[src/rtl/ixayoi_axil_pkg.sv]
// Shared types and constants for the ixayoi AXI4-Lite master port.
// Response codes, transfer direction and counter sizing helper.
package ixayoi_axil_pkg;

  localparam logic [1:0] RESP_OKAY   = 2'b00;
  localparam logic [1:0] RESP_EXOKAY = 2'b01;
  localparam logic [1:0] RESP_SLVERR = 2'b10;
  localparam logic [1:0] RESP_DECERR = 2'b11;

  typedef enum logic {
    MODE_READ  = 1'b0,
    MODE_WRITE = 1'b1
  } mode_t;

  // Bits needed to hold the values 0..n inclusive.
  function automatic int unsigned cnt_w(input int unsigned n);
    return $clog2(n + 1);
  endfunction

endpackage

[src/rtl/ixayoi_axil_issue.sv]
// Single-entry issue slot: holds one request and drives AW/W or AR until each handshakes.
// o_done_c pulses in the cycle the last outstanding address/data channel fires.
module ixayoi_axil_issue #(
  parameter int unsigned ADDR_W = 32,
  parameter int unsigned DATA_W = 32
) (
  input  logic                  clk,
  input  logic                  reset,
  input  logic                  i_load,
  input  logic                  i_we,
  input  logic [ADDR_W-1:0]     i_addr,
  input  logic [DATA_W-1:0]     i_wdata,
  input  logic [DATA_W/8-1:0]   i_wstrb,
  input  logic                  i_awready,
  input  logic                  i_wready,
  input  logic                  i_arready,
  output logic                  o_awvalid,
  output logic                  o_wvalid,
  output logic                  o_arvalid,
  output logic [ADDR_W-1:0]     o_awaddr,
  output logic [ADDR_W-1:0]     o_araddr,
  output logic [DATA_W-1:0]     o_wdata,
  output logic [DATA_W/8-1:0]   o_wstrb,
  output logic                  o_busy_c,
  output logic                  o_done_c
);

  logic                r_awvalid;
  logic                r_wvalid;
  logic                r_arvalid;
  logic [ADDR_W-1:0]   r_awaddr;
  logic [ADDR_W-1:0]   r_araddr;
  logic [DATA_W-1:0]   r_wdata;
  logic [DATA_W/8-1:0] r_wstrb;

  logic                w_awvalid_nxt;
  logic                w_wvalid_nxt;
  logic                w_arvalid_nxt;

  // The slot is occupied exactly while any of its channels still has to handshake.
  assign o_busy_c = r_awvalid | r_wvalid | r_arvalid;
  assign o_done_c = o_busy_c
                  & (~r_awvalid | i_awready)
                  & (~r_wvalid  | i_wready)
                  & (~r_arvalid | i_arready);

  // Each valid drops on its own handshake; a load (only allowed when empty or completing) re-arms.
  always_comb begin
    w_awvalid_nxt = r_awvalid & ~i_awready;
    w_wvalid_nxt  = r_wvalid  & ~i_wready;
    w_arvalid_nxt = r_arvalid & ~i_arready;
    if (i_load) begin
      w_awvalid_nxt = i_we;
      w_wvalid_nxt  = i_we;
      w_arvalid_nxt = ~i_we;
    end
  end

  always_ff @(posedge clk or posedge reset) begin
    if (reset) begin
      r_awvalid <= 1'b0;
      r_wvalid  <= 1'b0;
      r_arvalid <= 1'b0;
    end else begin
      r_awvalid <= w_awvalid_nxt;
      r_wvalid  <= w_wvalid_nxt;
      r_arvalid <= w_arvalid_nxt;
    end
  end

  // Payload registers only change on load, so they stay stable while valid is held.
  always_ff @(posedge clk or posedge reset) begin
    if (reset) begin
      r_awaddr <= '0;
      r_araddr <= '0;
      r_wdata  <= '0;
      r_wstrb  <= '0;
    end else if (i_load) begin
      if (i_we) begin
        r_awaddr <= i_addr;
        r_wdata  <= i_wdata;
        r_wstrb  <= i_wstrb;
      end else begin
        r_araddr <= i_addr;
      end
    end
  end

  assign o_awvalid = r_awvalid;
  assign o_wvalid  = r_wvalid;
  assign o_arvalid = r_arvalid;
  assign o_awaddr  = r_awaddr;
  assign o_araddr  = r_araddr;
  assign o_wdata   = r_wdata;
  assign o_wstrb   = r_wstrb;

endmodule

[src/rtl/ixayoi_axil_master.sv]
// AXI4-Lite master port: core valid/ready requests in, in-order responses out.
// Define IXAYOI_AXIL_PERF_EN to add the perf_txn / perf_stall counters.
module ixayoi_axil_master
  import ixayoi_axil_pkg::*;
#(
  parameter int unsigned ADDR_W  = 32,
  parameter int unsigned DATA_W  = 32,
  parameter int unsigned MAX_OUT = 4
) (
  input  logic                  clk,
  input  logic                  reset,
`ifdef IXAYOI_AXIL_PERF_EN
  output logic [63:0]           perf_txn,
  output logic [31:0]           perf_stall,
`endif
  input  logic                  req_valid,
  output logic                  req_ready,
  input  logic                  req_we,
  input  logic [ADDR_W-1:0]     req_addr,
  input  logic [DATA_W-1:0]     req_wdata,
  input  logic [DATA_W/8-1:0]   req_wstrb,
  output logic                  rsp_valid,
  input  logic                  rsp_ready,
  output logic [DATA_W-1:0]     rsp_rdata,
  output logic                  rsp_err,
  output logic                  rsp_we,
  output logic [ADDR_W-1:0]     m_axi_awaddr,
  output logic                  m_axi_awvalid,
  input  logic                  m_axi_awready,
  output logic [DATA_W-1:0]     m_axi_wdata,
  output logic [DATA_W/8-1:0]   m_axi_wstrb,
  output logic                  m_axi_wvalid,
  input  logic                  m_axi_wready,
  input  logic                  m_axi_bvalid,
  output logic                  m_axi_bready,
  input  logic [1:0]            m_axi_bresp,
  output logic [ADDR_W-1:0]     m_axi_araddr,
  output logic                  m_axi_arvalid,
  input  logic                  m_axi_arready,
  input  logic                  m_axi_rvalid,
  output logic                  m_axi_rready,
  input  logic [DATA_W-1:0]     m_axi_rdata,
  input  logic [1:0]            m_axi_rresp
);

  localparam int unsigned CNT_W = cnt_w(MAX_OUT);

  if ((DATA_W != 32) && (DATA_W != 64)) begin : g_bad_data_w
    $error("ixayoi_axil_master: DATA_W must be 32 or 64");
  end
  if ((MAX_OUT < 1) || (MAX_OUT > 16) || ((MAX_OUT & (MAX_OUT - 1)) != 0)) begin : g_bad_max_out
    $error("ixayoi_axil_master: MAX_OUT must be a power of two in 1..16");
  end

  logic [CNT_W-1:0] r_pend;
  logic [CNT_W-1:0] r_issued;
  mode_t            r_mode;

  logic w_busy;
  logic w_done;
  logic w_pend_zero;
  logic w_issued_nz;
  logic w_mode_ok;
  logic w_req_fire;
  logic w_rsp_fire;
  logic w_unused;

  ixayoi_axil_issue #(
    .ADDR_W (ADDR_W),
    .DATA_W (DATA_W)
  ) u_issue (
    .clk       (clk),
    .reset     (reset),
    .i_load    (w_req_fire),
    .i_we      (req_we),
    .i_addr    (req_addr),
    .i_wdata   (req_wdata),
    .i_wstrb   (req_wstrb),
    .i_awready (m_axi_awready),
    .i_wready  (m_axi_wready),
    .i_arready (m_axi_arready),
    .o_awvalid (m_axi_awvalid),
    .o_wvalid  (m_axi_wvalid),
    .o_arvalid (m_axi_arvalid),
    .o_awaddr  (m_axi_awaddr),
    .o_araddr  (m_axi_araddr),
    .o_wdata   (m_axi_wdata),
    .o_wstrb   (m_axi_wstrb),
    .o_busy_c  (w_busy),
    .o_done_c  (w_done)
  );

  assign w_pend_zero = (r_pend == '0);
  assign w_issued_nz = (r_issued != '0);
  // Direction may only change once everything is drained, which keeps responses in order.
  assign w_mode_ok   = w_pend_zero | (mode_t'(req_we) == r_mode);

  // Ready looks through the slot's completion so back-to-back requests sustain one per cycle.
  assign req_ready  = (~w_busy | w_done) & (r_pend < CNT_W'(MAX_OUT)) & w_mode_ok;
  assign w_req_fire = req_valid & req_ready;

  assign m_axi_rready = rsp_ready & (r_mode == MODE_READ)  & w_issued_nz;
  assign m_axi_bready = rsp_ready & (r_mode == MODE_WRITE) & w_issued_nz;

  assign rsp_valid  = ((r_mode == MODE_WRITE) ? m_axi_bvalid : m_axi_rvalid) & w_issued_nz;
  assign w_rsp_fire = rsp_valid & rsp_ready;
  assign rsp_rdata  = (r_mode == MODE_READ) ? m_axi_rdata : '0;
  assign rsp_err    = (r_mode == MODE_WRITE) ? m_axi_bresp[1] : m_axi_rresp[1];
  assign rsp_we     = (r_mode == MODE_WRITE);

  // Low response bits do not distinguish OKAY from EXOKAY or SLVERR from DECERR here.
  assign w_unused = m_axi_bresp[0] ^ m_axi_rresp[0];

  always_ff @(posedge clk or posedge reset) begin
    if (reset) begin
      r_pend   <= '0;
      r_issued <= '0;
      r_mode   <= MODE_READ;
    end else begin
      r_pend   <= r_pend + CNT_W'(w_req_fire) - CNT_W'(w_rsp_fire);
      r_issued <= r_issued + CNT_W'(w_done) - CNT_W'(w_rsp_fire);
      if (w_req_fire && w_pend_zero) begin
        r_mode <= mode_t'(req_we);
      end
    end
  end

`ifdef IXAYOI_AXIL_PERF_EN
  logic [63:0] r_perf_txn;
  logic [31:0] r_perf_stall;

  always_ff @(posedge clk or posedge reset) begin
    if (reset) begin
      r_perf_txn   <= '0;
      r_perf_stall <= '0;
    end else begin
      if (w_rsp_fire) begin
        r_perf_txn <= r_perf_txn + 64'd1;
      end
      if (req_valid && !req_ready) begin
        r_perf_stall <= r_perf_stall + 32'd1;
      end
    end
  end

  assign perf_txn   = r_perf_txn;
  assign perf_stall = r_perf_stall;
`endif

endmodule

[config.mk]
export PLATFORM = sky130hd
export DESIGN_NAME = ixayoi_axil_master
export DESIGN_NICKNAME = d
export VERILOG_FILES = /design/src/rtl/ixayoi_axil_pkg.sv /design/src/rtl/ixayoi_axil_issue.sv /design/src/rtl/ixayoi_axil_master.sv
export SDC_FILE = /design/constraint.sdc
export NUM_CORES = 1
export LEC_CHECK = 0
export ABC_CLOCK_PERIOD_IN_PS = 6600
export BUFFER_PORTS_ARGS = -buffer_cell sky130_fd_sc_hd__buf_2
export CORE_MARGIN = 1
export CORE_UTILIZATION = 35
export CTS_BUF_LIST = sky130_fd_sc_hd__clkbuf_8
export DETAILED_ROUTE_END_ITERATION = 8
export PLACE_DENSITY_LB_ADDON = 0.25
export SETUP_SLACK_MARGIN = 0.15
export SYNTH_ARGS = -nofsm -noshare
export SYNTH_HDL_FRONTEND = slang
export SYNTH_SLANG_ARGS = --single-unit
export TNS_END_PERCENT = 30
[constraint.sdc]
create_clock -name clk -period 6.6 [get_ports clk]
set_input_delay 1.32 -clock clk [delete_from_list [all_inputs] [get_ports clk]]
set_output_delay 1.32 -clock clk [all_outputs]
set_load 0.02 [all_outputs]
==> results.toml <==
[cts]
tritoncts.num_buffers = 9
post-cts-setup-buffers = 0
cts-resized-gates = 0
post_cts_hold_buffer_count = 0
cts.sinks = 110
root_buffer = "sky130_fd_sc_hd__clkbuf_8"
cts_max_path_buffers = 2
h_tree_levels = 3
clk-insertion-delay-late_ns = 0.38
cts.clk_slew.worst_paths_ns = 0.09
tritoncts = "built"

[final_layout]
final-instance-count-excl-fill = 734
layout.cells.most_common_list = "252 x sky130_fd_sc_hd__buf_2, 110 x sky130_fd_sc_hd__dfrtp_1, 81 x sky130_fd_sc_hd__mux2_2"
layout_commonest_cell = "sky130_fd_sc_hd__buf_2"
synthToLayoutAreaGrowth_pct = 36.0
n_antenna_cell = 0
nets = 677
post_route_cells_drive_above_1_share_pct = 63.2

[floorplan]
core_box_area_um2 = 12700
start_util_pct = 36.0
ioPinCount = 255
die_height_um = 116
dieArea_um2 = 13500
die_width_um = 116
placementRows = 41

[setup_path]
crit_path_end_kind = "output port"
path_max_fanout = 40
critical_path_required_ns = 5.28
cp_slowest_cell = "sky130_fd_sc_hd__dfrtp_1"
critPathArrivalTime_ns = 2.17
critical_path.max_stage_delay_ns = 1.13
crit_type = "register to output port"
path_cells = "xnor2_1 -> o2111ai_1 -> nor2_1 -> buf_2"
start_kind = "register"

[drt]
routed_wl_um = 10500
drcViolationCount = 0
wl_per_cell_um = 14.3
route.antenna.remaining_nets = 0
detailroute.via_count = 3316
detail_route.first_pass.iterations = 4
drt_iter0_drc = 82
post_drt_via_cell_ratio = 4.52

[sta]
period_minus_slack_ns = 3.49
actual_transition_at_the_worst_max_transition_pin_ns = 1.18
final.setup.tns_ns = 0
slew_headroom_pct = 21.6
grt_setup_unrepaired = "false"
count_of_endpoints_failing_setup_in_the_final_report = 0
timing.clock.skew_ns = 0.0110
maxSlewViolCount = 0
period_share_pct = 52.8
final-hold-violation-count = 0
fmaxAchievable_ghz = 0.287

[yosys]
synthesis.instances = 306
synthesis.area_per_instance_um2 = 14.9
netlist_area_um2 = 4560
synth_top_family_by_area = "multiplexers"
ys_seq_area_share_pct = 60.4
yosys_warnings = 0
mux_share_of_post_synthesis_cell_area_pct = 25.4
synth_fp_nets = 426
ys_ff_latch = 110
synthSimpleGateAreaFrac_pct = 7.33
synth_area_in_xor_xnor_pct = 0.961
yosys.cell_types.count = 27
synth_compound_area_share_pct = 1.13
synth_fa_ha_area_share_pct = 1.98

[grt]
grt_first_pass_wirelength_um = 15800
grt_max_degree = 85
track_usage_pct = 15.7
antenna_found_initial = 0
vias_in_the_first_global_route = 3269
grt_overflow = 0

[power]
worst_ir_drop_on_vdd_mv = 0.285
powerDensity_nw_per_um2 = 513
switching_share_pct = 41.0
leakage_nw = 3.17
part_of_the_total_power_dissipated_in_combinational_logic_pct = 47.7
power_frac_clock_pct = 14.4
net-switching-power_mw = 1.31
sequentialPowerShare_pct = 37.9
cell_internal_pwr_mw = 1.88

[placement]
place.detailed.hpwl_um = 7700
placed_cells_incl_taps = 718
routabilityCongestion = 0.743
buffer_ports.inserted = 252

[worst_hold_path]
worstHoldPathType = "register to register"

[status]
run_status = "completed"

[job]
drv.max_cap_violation_count = 0
==> stage by stage <==
step | hold WS [ns] | utilization (%) | power, mW | worst slack [ns] | cell area (um^2)
3_3_place_gp | 0.463 | 47.1 | 2.72 | 3.17 | 5970
3_5_place_dp | 0.470 | 47.1 | 2.77 | 3.14 | 5970
6_report | 0.487 | 48.9 | 3.18 | 3.11 | 6200
4_1_cts | 0.492 | 48.9 | 3.24 | 3.03 | 6200
2_1_floorplan | 0.460 | - | 2.22 | 2.38 | 4560
5_1_grt | 0.515 | 48.9 | 3.41 | 2.86 | 6200
==> sequential cells by signal, summed over array words and instances, names as in the netlist, 3 cells and up <==
register	flops
r_issued	3
r_pend	3
u_issue.o_araddr	32
u_issue.o_awaddr	32
u_issue.o_wdata	32
u_issue.o_wstrb	4
==> power by group through the flow <==
| stage | logic (mW) | registers [mW] | clock network (mW) |
|---|---|---|---|
| after floorplan | 0.627 | 1.59 | 0 |
| after global placement | 1.52 | 1.20 | 0 |
| after detailed placement | 1.55 | 1.22 | 0 |
| after CTS | 1.55 | 1.21 | 0.479 |
| after global routing | 1.64 | 1.26 | 0.508 |
| final | 1.52 | 1.20 | 0.459 |
==> per-layer routing <==
metal	global-route usage, %	up-vias	share of wire [%]
met5	0	-	0
met4	8.03	0	2.2
met3	4.41	16	7.9
li1	-	1537	-
met2	28.5	148	52
met1	16.7	1615	38
==> worst max-delay path: cells and delay by family, from the launching register on <==
kind	cells	cell delay, ns
flops	1	1.13
compound gates	1	0.14
simple gates	1	0.12
buf+inv	1	0.17
xor+xnor	1	0.23
==> kinds of logic after synthesis <==
logic type | Yosys count
adders and majority gates | 6
and+or+nand+nor | 54
xor gates and xnor gates | 5
AOI/OAI and AO/OA | 5
muxes | 103
DFF | 110
buffers and inverters | 23
==> Yosys cell counts <==
library cell	number	area, um^2
sky130_fd_sc_hd__nor3_1	2	10.0
sky130_fd_sc_hd__nor2_1	6	22.5
sky130_fd_sc_hd__mux2_2	81	912
sky130_fd_sc_hd__o21ai_0	1	5.00
sky130_fd_sc_hd__buf_4	4	30.0
sky130_fd_sc_hd__buf_6	3	33.8
sky130_fd_sc_hd__mux2i_1	2	20.0
sky130_fd_sc_hd__nand2b_1	5	31.3
sky130_fd_sc_hd__nor2b_1	34	213
sky130_fd_sc_hd__xor2_1	2	17.5
sky130_fd_sc_hd__nand2_1	4	15.0
sky130_fd_sc_hd__o211a_4	1	17.5
sky130_fd_sc_hd__fa_1	2	40.0
sky130_fd_sc_hd__buf_1	1	3.75
sky130_fd_sc_hd__inv_1	9	33.8
sky130_fd_sc_hd__dfrtp_1	110	2750
sky130_fd_sc_hd__clkbuf_1	3	11.3
sky130_fd_sc_hd__buf_2	3	15.0
sky130_fd_sc_hd__o2111ai_1	1	8.76
sky130_fd_sc_hd__xnor2_1	3	26.3
sky130_fd_sc_hd__ha_1	4	50.1
sky130_fd_sc_hd__nor4_4	1	21.3
sky130_fd_sc_hd__or4_1	1	7.51
sky130_fd_sc_hd__mux2_1	20	225
sky130_fd_sc_hd__nor2b_4	1	13.8
sky130_fd_sc_hd__o211ai_1	1	7.51
sky130_fd_sc_hd__o211ai_2	1	12.5
==> worst paths after layout <==
| path | slack (ns) | startpoint | cells past startpoint | to |
|---|---|---|---|---|
| setup / recovery | 3.11 | rsp_we | 4 | req_ready |
| hold / removal | 0.49 | u_issue.o_wdata[29] | 1 | u_issue.o_wdata[29] |
| setup reg to reg | 3.74 | rsp_we | 8 | r_pend[2] |
| hold reg to reg | 0.49 | u_issue.o_wdata[29] | 1 | u_issue.o_wdata[29] |
| max in group asynchronous | 4.33 | reset | 3 | u_issue.o_wdata[29] |
| min in group asynchronous | 0.90 | reset | 2 | u_issue.o_awaddr[15] |
==> layout make-up <==
cell class | count | area (um^2)
clock buffer | 11 | 151
clock inverter | 5 | 80.1
fill | 1183 | 6470
inverter | 9 | 36.3
multi-input combinational | 173 | 1690
sequential | 110 | 2750
tap | 172 | 215
timing repair buffer | 254 | 1280
Power figures use the tool's default switching activity.
